### src/rtl/kcpsmx3_inc.sv
// Shared RojoBlaze I/O bus definitions: bus widths, register offsets, pending bits, IRQ states.
package kcpsmx3_inc;

  localparam int unsigned PORT_WIDTH = 8;
  localparam int unsigned PORT_DEPTH = 8;
  localparam int unsigned NUM_REGS   = 5;
  localparam int unsigned PEND_W     = 4;

  localparam logic [PORT_DEPTH-1:0] REG_DATA = PORT_DEPTH'(0);
  localparam logic [PORT_DEPTH-1:0] REG_STAT = PORT_DEPTH'(1);
  localparam logic [PORT_DEPTH-1:0] REG_MASK = PORT_DEPTH'(2);
  localparam logic [PORT_DEPTH-1:0] REG_PEND = PORT_DEPTH'(3);
  localparam logic [PORT_DEPTH-1:0] REG_SCR  = PORT_DEPTH'(4);

  localparam int unsigned PEND_RX_AVAIL = 0;
  localparam int unsigned PEND_TX_DONE  = 1;
  localparam int unsigned PEND_RX_OVF   = 2;
  localparam int unsigned PEND_TX_OVF   = 3;

  typedef enum logic [1:0] {
    IDLE     = 2'd0,
    ASSERT   = 2'd1,
    WAIT_CLR = 2'd2
  } irq_state_t;

  typedef struct packed {
    logic rx_full;
    logic rx_empty;
    logic tx_full;
    logic tx_empty;
  } stat_t;

  // Zero-extend a 4-bit register field onto the read bus.
  function automatic logic [PORT_WIDTH-1:0] zext4(input logic [PEND_W-1:0] v);
    return {{(PORT_WIDTH - PEND_W){1'b0}}, v};
  endfunction

endpackage

### src/rtl/rojo_sync_fifo.sv
// Single-clock FIFO with registered flags; head shows the oldest entry.
module rojo_sync_fifo #(
  parameter int unsigned WIDTH = 8,
  parameter int unsigned DEPTH = 4
) (
  input  logic             clk,
  input  logic             rst_n,
  input  logic             push,
  input  logic             pop,
  input  logic [WIDTH-1:0] din,
  output logic [WIDTH-1:0] head,
  output logic             full,
  output logic             empty,
  output logic             can_push,
  output logic             empty_nxt_c
);

  localparam int unsigned AW = (DEPTH > 1) ? $clog2(DEPTH) : 1;
  localparam int unsigned CW = AW + 1;

  logic [WIDTH-1:0] mem [DEPTH];
  logic [AW-1:0]    wr_ptr;
  logic [AW-1:0]    rd_ptr;
  logic [CW-1:0]    count;
  logic [CW-1:0]    count_nxt;
  logic             do_push;
  logic             do_pop;

  // A pop in the same cycle frees a slot for a push into a full FIFO.
  always_comb begin
    do_pop    = pop & ~empty;
    do_push   = push & (~full | do_pop);
    count_nxt = count;
    case ({do_push, do_pop})
      2'b10:   count_nxt = count + CW'(1);
      2'b01:   count_nxt = count - CW'(1);
      default: count_nxt = count;
    endcase
    empty_nxt_c = (count_nxt == CW'(0));
  end

  always_ff @(posedge clk or negedge rst_n) begin
    if (!rst_n) begin
      wr_ptr   <= '0;
      rd_ptr   <= '0;
      count    <= '0;
      full     <= 1'b0;
      empty    <= 1'b1;
      can_push <= 1'b0;
      for (int i = 0; i < int'(DEPTH); i++) mem[AW'(i)] <= '0;
    end else begin
      if (do_push) begin
        mem[wr_ptr] <= din;
        wr_ptr      <= wr_ptr + AW'(1);
      end
      if (do_pop) rd_ptr <= rd_ptr + AW'(1);
      count    <= count_nxt;
      full     <= (count_nxt == CW'(DEPTH));
      empty    <= empty_nxt_c;
      can_push <= (count_nxt != CW'(DEPTH));
    end
  end

  assign head = mem[rd_ptr];

endmodule

### src/rtl/rojo_port_responder.sv
// RojoBlaze port-mapped responder: register decode, TX/RX byte FIFOs, sticky events and IRQ handshake.
module rojo_port_responder
  import kcpsmx3_inc::*;
#(
  parameter logic [PORT_DEPTH-1:0] BASE_ADDR  = 8'h00,
  parameter int unsigned           FIFO_DEPTH = 4
) (
  input  logic                  clk,
  input  logic                  reset,
  input  logic [PORT_DEPTH-1:0] port_id,
  input  logic                  write_strobe,
  input  logic                  read_strobe,
  input  logic [PORT_WIDTH-1:0] out_port,
  output logic [PORT_WIDTH-1:0] in_port,
  output logic                  interrupt,
  input  logic                  interrupt_ack,
  output logic [PORT_WIDTH-1:0] tx_data,
  output logic                  tx_valid,
  input  logic                  tx_ready,
  input  logic [PORT_WIDTH-1:0] rx_data,
  input  logic                  rx_valid,
  output logic                  rx_ready
);

  logic [1:0]            rst_sync;
  logic                  rst_n;
  logic [PORT_DEPTH-1:0] offset_c;
  logic                  wr_c;
  logic                  rd_c;
  logic                  tx_wr_c;
  logic                  tx_push_c;
  logic                  tx_pop_c;
  logic                  rx_push_c;
  logic                  rx_pop_c;
  logic                  tx_full;
  logic                  tx_empty;
  logic                  tx_can_push;
  logic                  tx_empty_nxt_c;
  logic                  rx_full;
  logic                  rx_empty;
  logic                  rx_empty_nxt_c;
  logic [PORT_WIDTH-1:0] rx_head;
  logic [PEND_W-1:0]     events_c;
  logic [PEND_W-1:0]     pend;
  logic [PEND_W-1:0]     pend_nxt_c;
  logic [PEND_W-1:0]     mask;
  logic [PORT_WIDTH-1:0] scr;
  logic [PORT_WIDTH-1:0] rd_mux_c;
  logic                  irq_any_c;
  logic                  irq_c;
  stat_t                 stat_c;
  irq_state_t            state;
  irq_state_t            state_nxt;

  // Assert asynchronously, release two clocks after reset rises.
  always_ff @(posedge clk or negedge reset) begin
    if (!reset) rst_sync <= 2'b00;
    else        rst_sync <= {rst_sync[0], 1'b1};
  end
  assign rst_n = rst_sync[1];

  // Address decode and FIFO handshakes.
  always_comb begin
    offset_c  = port_id - BASE_ADDR;
    wr_c      = write_strobe & (offset_c < PORT_DEPTH'(NUM_REGS));
    rd_c      = read_strobe & (offset_c < PORT_DEPTH'(NUM_REGS));
    tx_pop_c  = ~tx_empty & tx_ready;
    tx_wr_c   = wr_c & (offset_c == REG_DATA);
    tx_push_c = tx_wr_c & (tx_can_push | tx_pop_c);
    rx_push_c = rx_valid & rx_ready;
    rx_pop_c  = rd_c & (offset_c == REG_DATA) & ~rx_empty;
  end

  rojo_sync_fifo #(.WIDTH(PORT_WIDTH), .DEPTH(FIFO_DEPTH)) u_tx_fifo (
    .clk         (clk),
    .rst_n       (rst_n),
    .push        (tx_push_c),
    .pop         (tx_pop_c),
    .din         (out_port),
    .head        (tx_data),
    .full        (tx_full),
    .empty       (tx_empty),
    .can_push    (tx_can_push),
    .empty_nxt_c (tx_empty_nxt_c)
  );

  rojo_sync_fifo #(.WIDTH(PORT_WIDTH), .DEPTH(FIFO_DEPTH)) u_rx_fifo (
    .clk         (clk),
    .rst_n       (rst_n),
    .push        (rx_push_c),
    .pop         (rx_pop_c),
    .din         (rx_data),
    .head        (rx_head),
    .full        (rx_full),
    .empty       (rx_empty),
    .can_push    (rx_ready),
    .empty_nxt_c (rx_empty_nxt_c)
  );

  assign tx_valid = ~tx_empty;

  // Sticky events; a new event beats a same-cycle W1C of its bit.
  always_comb begin
    events_c                = '0;
    events_c[PEND_RX_AVAIL] = rx_empty & ~rx_empty_nxt_c;
    events_c[PEND_TX_DONE]  = ~tx_empty & tx_empty_nxt_c;
    events_c[PEND_RX_OVF]   = rx_valid & rx_full;
    events_c[PEND_TX_OVF]   = tx_wr_c & ~tx_push_c;
    pend_nxt_c              = pend;
    if (wr_c && (offset_c == REG_PEND)) pend_nxt_c = pend & ~out_port[PEND_W-1:0];
    pend_nxt_c = pend_nxt_c | events_c;
  end

  always_comb begin
    stat_c   = '{rx_full: rx_full, rx_empty: rx_empty, tx_full: tx_full, tx_empty: tx_empty};
    rd_mux_c = '0;
    case (offset_c)
      REG_DATA: rd_mux_c = rx_empty ? '0 : rx_head;
      REG_STAT: rd_mux_c = zext4(stat_c);
      REG_MASK: rd_mux_c = zext4(mask);
      REG_PEND: rd_mux_c = zext4(pend);
      REG_SCR:  rd_mux_c = scr;
      default:  rd_mux_c = '0;
    endcase
  end

  always_ff @(posedge clk or negedge rst_n) begin
    if (!rst_n) begin
      mask    <= '0;
      scr     <= '0;
      pend    <= '0;
      in_port <= '0;
    end else begin
      if (wr_c && (offset_c == REG_MASK)) mask <= out_port[PEND_W-1:0];
      if (wr_c && (offset_c == REG_SCR))  scr  <= out_port;
      pend    <= pend_nxt_c;
      in_port <= rd_mux_c;
    end
  end

  // IRQ FSM: state register.
  always_ff @(posedge clk or negedge rst_n) begin
    if (!rst_n) state <= IDLE;
    else        state <= state_nxt;
  end

  // IRQ FSM: next state; after an ack, stay quiet until the cause is cleared or masked.
  always_comb begin
    irq_any_c = |(pend & mask);
    state_nxt = state;
    case (state)
      IDLE:     if (irq_any_c) state_nxt = ASSERT;
      ASSERT: begin
        if (interrupt_ack)   state_nxt = WAIT_CLR;
        else if (!irq_any_c) state_nxt = IDLE;
      end
      WAIT_CLR: if (!irq_any_c) state_nxt = IDLE;
      default:  state_nxt = IDLE;
    endcase
  end

  // IRQ FSM: output decode, registered onto the interrupt pin.
  always_comb begin
    irq_c = 1'b0;
    if (state_nxt == ASSERT) irq_c = 1'b1;
  end

  always_ff @(posedge clk or negedge rst_n) begin
    if (!rst_n) interrupt <= 1'b0;
    else        interrupt <= irq_c;
  end

endmodule

### config.mk
export PLATFORM = sky130hd
export DESIGN_NAME = rojo_port_responder
export DESIGN_NICKNAME = d
export VERILOG_FILES = /design/src/rtl/kcpsmx3_inc.sv /design/src/rtl/rojo_sync_fifo.sv /design/src/rtl/rojo_port_responder.sv
export SDC_FILE = /design/constraint.sdc
export NUM_CORES = 1
export LEC_CHECK = 0
export ABC_AREA = 0
export BUFFER_PORTS_ARGS = -buffer_cell sky130_fd_sc_hd__clkbuf_2
export CORE_ASPECT_RATIO = 1.2
export CORE_MARGIN = 8
export CORE_UTILIZATION = 40
export CTS_CLUSTER_DIAMETER = 150
export DETAILED_ROUTE_END_ITERATION = 8
export SLEW_MARGIN = 20
export SYNTH_ARGS = -nofsm -noshare
export SYNTH_HDL_FRONTEND = slang
export SYNTH_HIERARCHICAL = 1
export SYNTH_SLANG_ARGS = --single-unit
### constraint.sdc
create_clock -name clk -period 3 [get_ports clk]
set_clock_uncertainty 0.1 [all_clocks]
set_input_delay 0.3 -clock clk [delete_from_list [all_inputs] [get_ports clk]]
set_output_delay 0.3 -clock clk [all_outputs]
set_load 0.01 [all_outputs]
Word level (Yosys, flattened, before mapping)
Index checks and enable logic that the tools add are counted.
- eq/ne operators: 15
- mux-type cells: 22
- $lt $le $gt $ge: 7
- reductions and logical operators: 12
- bitwise gates (word level): 33
- add/subtract/negate cells: 8
- operators with widths (kind ; number):
    $bwmux 32 ; 2
    $mux 8 ; 7
    $pmux 8 s5 ; 1
    $bmux 8 s2 ; 2
    $demux 8 s2 ; 2
    $and 1x1->1 ; 16
    $eq 8x2->1 const B ; 2
    $ge 3x3->1 const B ; 4
    $not 2->3 ; 4
    $pmux 3 s2 ; 2
    $add 2x1->2 const B ; 4
    $and 4x4->4 ; 2
    $eq 2x1->1 const B ; 4
    $eq 8x1->1 const B ; 1
    $eq 8x3->1 const B ; 1
    $logic_not 8->1 ; 1
    $lt 8x3->1 const B ; 1
    $add 3x1->3 const B ; 2
    $eq 2x2->1 const B ; 3
    $eq 3x3->1 const B ; 2
    $logic_not 3->1 ; 2
    $lt 3x1->1 const B ; 2
    $mux 2 ; 3
    $ne 3x3->1 const B ; 2
    12 further kinds ; 25
- bits in registers: 113
- word-level logic and storage cells: 124
- bits of input ports: 31
- output and inout bits: 19

Depth between registers and ports, before layout
Gate-level depths: netlist of run 1.
- word-level depth: 13
- mapped depth: 15
- mapped depth without buffers: 13

By module
The synthesis of run 1 kept the hierarchy.
- modules (own cells, without submodules) (module ; instances ; area an instance (sq um) ; cells an instance ; seq. area each (sq um)):
    rojo_sync_fifo ; 2 ; 1831.8 ; 109 ; 1132.3
    rojo_port_responder ; 1 ; 1427.6 ; 122 ; 725.7

Least setup slack after synthesis of run 1
Ideal clock, no wire load.
- path type: reg-to-reg
- from: reg rst_sync[1]
- to: reg u_rx_fifo/mem[0] (netlist name), enable pin
- required time: 2.566 ns
- buffers on the path: 0
- arrival: 2.592 ns
- period minus slack after synthesis: 3.025 ns
- path slack: -0.025 ns
- stages on the path, launching flop included: 2
- setup time: 0.334 ns
- cell sequence: dfrtp_1 and3_1
- longest elaborated chain between the ends: 1
- ends and longest elaborated chain (item ; RTL line ; RTL):
    from (decl) ; rojo_port_responder.sv:25 ; logic [1:0] rst_sync;
    from (signal assigned) ; rojo_port_responder.sv:58 ; else rst_sync <= {rst_sync[0], 1'b1};
    $reduce_and 2->1 (no line) ; - ;
    to (signal, indexed assignment) ; rojo_sync_fifo.sv:53 ; mem[wr_ptr] <= din;
    to (decl) ; rojo_sync_fifo.sv:21 ; logic [WIDTH-1:0] mem [DEPTH];
No other way between the ends.
A chain may end at the register's enable or synchronous reset.

Worst setup path in the final report of run 1
- from: reg u_rx_fifo.empty
- to: reg pend[0]
- longest elaborated chain between the ends: 11
- elaborated cells on any way between the ends: 12
- classes of those cells: eq/ne (2); mux (1); bitwise (8); reduce/logical (1)
- ends and longest elaborated chain (item ; RTL line ; RTL):
    from (decl) ; rojo_sync_fifo.sv:13 ; output logic empty,
    from (signal assigned) ; rojo_sync_fifo.sv:59 ; empty <= empty_nxt_c;
    $not 1->1 * ; rojo_port_responder.sv:71 ; rx_pop_c = rd_c & (offset_c == REG_DATA) & ~rx_empty;
    $and 1x1->1 * ; rojo_port_responder.sv:71 ;
    net rx_pop_c ; rojo_port_responder.sv:34 ; logic rx_pop_c;
    $and 1x1->1 * ; rojo_sync_fifo.sv:31 ; do_pop = pop & ~empty;
    $or 1x1->1 ; rojo_sync_fifo.sv:32 ; do_push = push & (~full | do_pop);
    $and 1x1->1 ; rojo_sync_fifo.sv:32 ;
    $eq 2x1->1 or $eq 2x2->1 (tied branches) ; rojo_sync_fifo.sv:34 ; case ({do_push, do_pop})
    $pmux 3 s2 * ; rojo_sync_fifo.sv:34 ;
    $logic_not 3->1 * ; rojo_sync_fifo.sv:39 ; empty_nxt_c = (count_nxt == CW'(0));
    net rx_empty_nxt_c ; rojo_port_responder.sv:41 ; logic rx_empty_nxt_c;
    $not 1->1 * ; rojo_port_responder.sv:105 ; events_c[PEND_RX_AVAIL] = rx_empty & ~rx_empty_nxt_c;
    $and 1x1->1 * ; rojo_port_responder.sv:105 ;
    $or 4x4->4 * ; rojo_port_responder.sv:111 ; pend_nxt_c = pend_nxt_c | events_c;
    net pend_nxt_c[0] ; rojo_port_responder.sv:45 ; logic [PEND_W-1:0] pend_nxt_c;
    to (signal assigned) ; rojo_port_responder.sv:136 ; pend <= pend_nxt_c;
    to (decl) ; rojo_port_responder.sv:44 ; logic [PEND_W-1:0] pend;
The timed path passes the listed nets; every way through them passes the cells marked *.

==> results of run 1 <==
[logic make-up (layout without fill, tap and decap cells)]
family          count (synthesis)  after routing  share of synthesized area (%)
flops                         113            113                           58.7
simple gates                   65             65                           8.55
mux                            64             64                           17.6
compound gates                 43             43                           7.08
buf+inv                        30            127                           2.61
fa+ha+maj                      12             12                           3.24
xor+xnor                       12             12                           2.06
other cells                     1              1                         0.0737
[synth_stat cells, types with 5 or more instances]
master    instances
dfrtp_1          79
mux2_2           42
edfxtp_1         32
inv_1            21
mux4_2           16
nand2_1          15
ha_1             10
xnor2_1          10
nand3_1           9
a22o_1            8
and3_1            8
o21ai_0           7
nand2b_1          5
[report_power, final]
group	total [mW]	leakage (nW)	switching, mW	internal (mW)
combinational	1.14	1.13	0.518	0.624
clock	1.95	0.282	0.665	1.28
sequential	2.12	1.31	0.250	1.87
[final cells by class]
type,count,area (um2)
fill,1088,6290
sequential,113,2990
multi-input combinational,197,1970
timing repair buffer,74,443
clock buffer,18,429
tap,164,205
clock inverter,14,146
inverter,21,78.8
[metrics by stage]
stage	cell area (um2)	worst slack [ns]	hold slack [ns]	utilization, %	total power, mW
final	6260	0.185	0.0197	49.9	5.21
after global routing	6260	0.00972	0.00435	49.9	5.51
after CTS	6260	0.133	0.000658	49.8	5.28
after detailed placement	5640	-0.0750	-0.0115	44.9	3.30
after global placement	5640	0.000707	-0.0123	44.9	3.24
after floorplan	5090	0.0452	-0.0956	-	2.95
[final timing paths]
path                            startpoint            endpoint  slack (ns)  cells after the start
max in group asynchronous      rst_sync[1]              scr[3]        1.59                      1
max reg2reg                u_rx_fifo/empty             pend[0]        0.18                     13
min reg2reg                    rst_sync[1]  u_rx_fifo/count[2]        0.14                      0
min                             rx_data[5]    u_rx_fifo/mem[5]        0.02                      1
min in group asynchronous            reset         rst_sync[1]        0.11                      2
max                        u_rx_fifo/empty             pend[0]        0.18                     13
[routing by layer]
metal | global-route usage, % | vias up | wire (um)
met3 | 4.98 | 8 | 559
li1 | - | 1429 | -
met5 | 0 | - | 0
met1 | 15.8 | 1535 | 4510
met2 | 22.7 | 72 | 5310
met4 | 5.87 | 0 | 116
[what timing repair did]
item	in CTS	in global routing
setup buffers	0	1
endpoints found under the hold margin	7	0
hold buffers	4	0
endpoints found under the setup margin	0	1
[registers in the layout, indices dropped and copies added (netlist names), 3 cells and up]
signal	cells
in_port	8
scr	8
mask	4
pend	4
u_tx_fifo/count	3
u_tx_fifo/mem	32
u_rx_fifo/count	3
u_rx_fifo/mem	32
==> insert_results.sql, run 1 <==
INSERT INTO impl_metrics (metric_group, metric, value, unit) VALUES
('logic_synthesis', 'avgSynthCellArea', '15.0', 'um2'),
('logic_synthesis', 'synth.largest_area_cell', 'dfrtp_1', ''),
('logic_synthesis', 'synth_seq_area_share', '58.7', '%'),
('routing', 'drc_errors', '0', ''),
('floorplanning', 'initial_utilization', '40.5', '%'),
('layout', 'synthToLayoutAreaGrowth', '23.1', '%'),
('routing', 'drtPass1Iterations', '4', ''),
('power', 'ir_drop', '0.555', 'mV'),
('layout', 'layoutNonFillerInstCount', '601', ''),
('critical_path', 'critPathArrivalTime', '3.04', 'ns'),
('logic_synthesis', 'synth_top_area_share', '38.8', '%'),
('timing', 'period_minus_slack', '2.82', 'ns'),
('timing', 'final_period_util', '93.8', '%'),
('critical_path', 'timing.critical_path.buf_inv', '2', ''),
('critical_path', 'worst_ep_required_time', '3.23', 'ns'),
('timing', 'maxClockFrequency', '355', 'MHz'),
('global_route', 'antenna_found_initial', '0', ''),
('place', 'io_buffer_count', '49', ''),
('timing', 'final_setup_violations', '0', ''),
('critical_path', 'timing.critical_path.cells', 'nor3_1 > and3_1 > and2_1 > nand2b_1 > a21boi_2 > inv_1 > ha_1 > inv_1 > fa_1 > xor2_1 > or3_1 > and3_1 > o21ai_0', ''),
('logic_synthesis', 'synth_edf_count', '32', ''),
('logic_synthesis', 'netlist_top_cells_area', 'dfrtp_1, edfxtp_1, mux2_2', ''),
('clocking', 'post_cts_resized', '0', ''),
('layout', 'top_library_cells_by_usage_in_the_layout_fill_and_taps_aside', 'dfrtp_1, clkbuf_2, mux2_2', ''),
('clocking', 'tritoncts.num_buffers', '17', ''),
('floorplanning', 'design.portCount', '50', ''),
('clocking', 'clk_path_buf_depth', '2', ''),
('clocking', 'clkSinkCount', '113', ''),
('clocking', 'htreeDepth', '4', ''),
('layout', 'antenna_cells', '0', ''),
('critical_path', 'criticalPathCategory', 'register to register', ''),
('run', 'drv_cap', '0', ''),
('place', 'place_hpwl', '7.52', 'mm'),
('critical_path', 'critical-path-top-delay-family', 'simple AND/OR/NAND/NOR gates', ''),
('power', 'power_leakage', '2.72', 'nW'),
('logic_synthesis', 'synthesis.area', '5090', 'um2'),
('floorplanning', 'die_w', '119', 'um'),
('timing', 'rsz0062_at_grt', 'false', ''),
('routing', 'post_drt_wl_per_cell', '17.5', 'um'),
('layout', 'layout_commonest_cell', 'dfrtp_1', ''),
('logic_synthesis', 'synthFlopType', 'dfrtp_1', ''),
('routing', 'via_per_inst', '5.06', ''),
('hold_path', 'holdCritPathClass', 'input pin to register', ''),
('global_route', 'grt_first_pass_wirelength', '17.4', 'mm'),
('critical_path', 'cp_slowest_cell', 'dfstp_2', ''),
('logic_synthesis', 'synth_cell_type_count', '51', ''),
('status', 'run_status', 'finished clean', ''),
('layout', 'finish.net_count', '467', ''),
('floorplanning', 'die_h', '140', 'um'),
('routing', 'detail_route.wirelength', '10.5', 'mm'),
('logic_synthesis', 'seq_cells_post_synth', '113', ''),
('place', 'weighted_congestion_reported_at_the_end_of_routability_driven_placement', '0.818', ''),
('clocking', 'tritoncts', 'yes', ''),
('timing', 'relative_max_transition_margin', '51.5', '%'),
('power', 'pwr_density_cell', '832', 'nW/um2'),
('timing', 'slew_viol_final', '0', ''),
('clocking', 'clockRootBuffer', 'clkbuf_16', ''),
('floorplanning', 'num_rows', '45', ''),
('timing', 'totalNegativeSetupSlack', '0', 'ns'),
('routing', 'route.antenna.remaining_nets', '0', ''),
('critical_path', 'cp_max_fo', '3', ''),
('logic_synthesis', 'synth_async_sr_flop_share', '71.7', '%'),
('global_route', 'pin_count_of_the_biggest_net_entering_global_routing', '57', ''),
('logic_synthesis', 'synth-warning-count', '6', ''),
('layout', 'share_of_post_route_cells_with_drive_strength_above_1', '39.6', '%'),
('logic_synthesis', 'postSynthNetCount', '383', ''),
('global_route', 'grtUsageTotal', '13.8', '%'),
('routing', 'drt_first_iter_violations', '139', ''),
('clocking', 'later_pin_clock_latency_in_the_skew_report', '0.41', 'ns'),
('clocking', 'path_clk_slew', '0.05', 'ns'),
('critical_path', 'max_stage_delay', '0.53', 'ns'),
('global_route', 'grt-ovfl-total', '0', ''),
('critical_path', 'critical_path.endpoint_type', 'register', ''),
('place', 'dp.cells', '564', ''),
('timing', 'finalHoldViolations', '0', ''),
('global_route', 'grt_pass1_vias', '3389', ''),
('logic_synthesis', 'syn-instance-count', '340', ''),
('floorplanning', 'die_area', '16600', 'um2'),
('timing', 'timing_worst_slew_pin_value', '0.728', 'ns'),
('floorplanning', 'fp.coreArea', '12600', 'um2'),
('critical_path', 'timing.critical_path.from_type', 'register', ''),
('routing', 'routed-via-count', '3044', '');
Note: power is estimated with default switching activity, not from simulation.
==> run 2, diff against run 1 <==
CORE_ASPECT_RATIO = default   (was 1.2)
==> run 2 against run 1 <==
  * Sequential power about the same
  * Worst setup slack improved by 0.034 ns
  * Highest routed layer unchanged
  * Non-clock buffer count increased by 7
  * Register-to-register slack improved by 0.03 ns
  * Largest power group unchanged
  * Count of clock-buffer cells in the layout increased by 1
==> insert_results.sql, run 2 (synthesized netlist as in run 1, its figures left out) <==
INSERT INTO impl_metrics (metric_group, metric, value, unit) VALUES
('layout', 'top_library_cells_by_usage_in_the_layout_fill_and_taps_aside', 'dfrtp_1, clkbuf_2, mux2_2', ''),
('timing', 'final_period_util', '92.7', '%'),
('hold_path', 'timing.hold.worst_path_depth', '1', ''),
('layout', 'synthToLayoutAreaGrowth', '24.8', '%'),
('timing', 'rsz0062_at_grt', 'false', ''),
('routing', 'route.antenna.remaining_nets', '0', ''),
('clocking', 'path_clk_slew', '0.05', 'ns'),
('clocking', 'clockRootBuffer', 'clkbuf_16', ''),
('clocking', 'later_pin_clock_latency_in_the_skew_report', '0.42', 'ns'),
('routing', 'via_per_inst', '5.01', ''),
('critical_path', 'worst_ep_required_time', '3.23', 'ns'),
('critical_path', 'cp_max_fo', '4', ''),
('power', 'netSwitchingPower', '1.50', 'mW'),
('floorplanning', 'design.portCount', '50', ''),
('timing', 'slew_viol_final', '0', ''),
('floorplanning', 'die_h', '129', 'um'),
('global_route', 'grt_first_pass_wirelength', '18.0', 'mm'),
('power', 'ir_drop', '0.364', 'mV'),
('routing', 'detail_route.wirelength', '10.8', 'mm'),
('routing', 'drc_errors', '0', ''),
('layout', 'antenna_cells', '0', ''),
('critical_path', 'timing.critical_path.from_type', 'register', ''),
('floorplanning', 'fp.coreArea', '12500', 'um2'),
('critical_path', 'critical_path.endpoint_type', 'register', ''),
('power', 'power_frac_seq', '40.7', '%'),
('clocking', 'clk_path_buf_depth', '2', ''),
('place', 'place_hpwl', '7.57', 'mm'),
('place', 'weighted_congestion_reported_at_the_end_of_routability_driven_placement', '0.813', ''),
('critical_path', 'cp_slowest_cell', 'dfstp_2', ''),
('timing', 'period_minus_slack', '2.78', 'ns'),
('layout', 'biggestRegsByFlops', 'u_rx_fifo/mem x32, u_tx_fifo/mem x32', ''),
('routing', 'routed-via-count', '3089', ''),
('run', 'drv_cap', '0', ''),
('clocking', 'clkSinkCount', '113', ''),
('clocking', 'htreeDepth', '4', ''),
('global_route', 'pin_count_of_the_biggest_net_entering_global_routing', '49', ''),
('power', 'share_comb_of_total_power', '22.3', '%'),
('global_route', 'grt-ovfl-total', '0', ''),
('routing', 'drt_first_iter_violations', '192', ''),
('hold_path', 'holdCritPathClass', 'input pin to register', ''),
('critical_path', 'max_stage_delay', '0.53', 'ns'),
('power', 'pwr_density_cell', '822', 'nW/um2'),
('place', 'io_buffer_count', '49', ''),
('clocking', 'tritoncts.num_buffers', '17', ''),
('power', 'power_leakage', '2.75', 'nW'),
('floorplanning', 'die_area', '16600', 'um2'),
('critical_path', 'r2r_cells', '13', ''),
('timing', 'relative_max_transition_margin', '57.1', '%'),
('layout', 'finish.net_count', '474', ''),
('timing', 'maxClockFrequency', '360', 'MHz'),
('global_route', 'antenna_found_initial', '0', ''),
('global_route', 'grtUsageTotal', '14.5', '%'),
('timing', 'finalHoldViolations', '0', ''),
('place', 'dp_worst_setup_slack', '-0.0969', 'ns'),
('floorplanning', 'initial_utilization', '40.7', '%'),
('timing', 'timing_worst_slew_pin_value', '0.643', 'ns'),
('clocking', 'tritoncts', 'yes', ''),
('power', 'clkPwrFrac', '37.1', '%'),
('layout', 'layout.core_utilization', '50.8', '%'),
('routing', 'drtPass1Iterations', '4', ''),
('timing', 'final_setup_violations', '0', ''),
('floorplanning', 'die_w', '129', 'um'),
('power', 'internal_power', '3.73', 'mW'),
('critical_path', 'timing.critical_path.cells', 'nor3_1 > and3_1 > and2_1 > nand2b_4 > a21boi_2 > inv_1 > ha_1 > inv_1 > fa_1 > xor2_1 > or3_1 > and3_1 > o21ai_0', ''),
('floorplanning', 'num_rows', '41', ''),
('status', 'run_status', 'finished clean', ''),
('timing', 'timing.hold.ws', '0.0304', 'ns'),
('critical_path', 'critPathArrivalTime', '3.01', 'ns'),
('timing', 'setup_ws', '0.219', 'ns'),
('critical_path', 'criticalPathCategory', 'register to register', ''),
('layout', 'layout_commonest_cell', 'dfrtp_1', ''),
('power', 'swShare', '28.6', '%'),
('layout', 'share_of_post_route_cells_with_drive_strength_above_1', '40.1', '%'),
('clocking', 'post-cts-setup-buffer-count', '0', ''),
('routing', 'post_drt_wl_per_cell', '17.6', 'um'),
('global_route', 'grt_pass1_vias', '3384', '');
-- run 2: power groups by stage --
stage	clock network (mW)	logic [mW]	registers, mW
2_1_floorplan	0	0.905	2.04
3_3_place_gp	0	1.12	2.13
3_5_place_dp	0	1.17	2.15
4_1_cts	1.98	1.18	2.13
5_1_grt	2.05	1.29	2.17
6_report	1.94	1.16	2.12
-- run 2: path summary, 6_finish.rpt --
check                                endpoint  slack (ns)       startpoint
min reg2reg                u_rx_fifo/can_push        0.18      rst_sync[1]
min in group asynchronous         rst_sync[1]        0.11            reset
max in group asynchronous   u_tx_fifo/mem[17]        1.58      rst_sync[1]
min                          u_tx_fifo/mem[7]        0.03      out_port[7]
max reg2reg                           pend[0]        0.22  u_rx_fifo/empty
max                                   pend[0]        0.22  u_rx_fifo/empty
-- run 2: final cells by class --
cell class	instances	area, um2
Multi-Input combinational cell	197	1980
Tap cell	172	215
Clock buffer	19	433
Inverter	21	78.8
Timing Repair Buffer	81	510
Clock inverter	13	141
Sequential cell	113	2990
Fill cell	1109	6160
-- run 2: routing by layer --
layer	global-route usage [%]	share of wire, %	wire length [um]
met5	0	0	0
met4	6.84	1.9	203
met3	4.43	5.7	623
met2	22.9	48	5190
met1	18.0	44	4820
-- run 2: critical path: cells and delay by family, from the launching register on --
kind            cells  cell delay (ns)
flops               1             0.53
buf+inv             2             0.13
simple gates        6             1.02
xor+xnor            1             0.18
compound gates      2             0.20
fa+ha+maj           2             0.54
-- run 2: what timing repair did --
item	in CTS	in global routing
hold buffers	10	0
endpoints found under the hold margin	20	0
endpoints found under the setup margin	0	2
gates resized for setup	0	2
-- run 2: stage by stage --
step | power, mW | cells | setup TNS (ns) | instance area (um2)
floorplan | 2.95 | 340 | 0 | 5090
global placement | 3.25 | 574 | 0 | 5670
detailed placement | 3.32 | 574 | -0.0969 | 5670
CTS | 5.29 | 616 | 0 | 6340
global route | 5.51 | 616 | 0 | 6350
finish | 5.22 | 616 | 0 | 6350
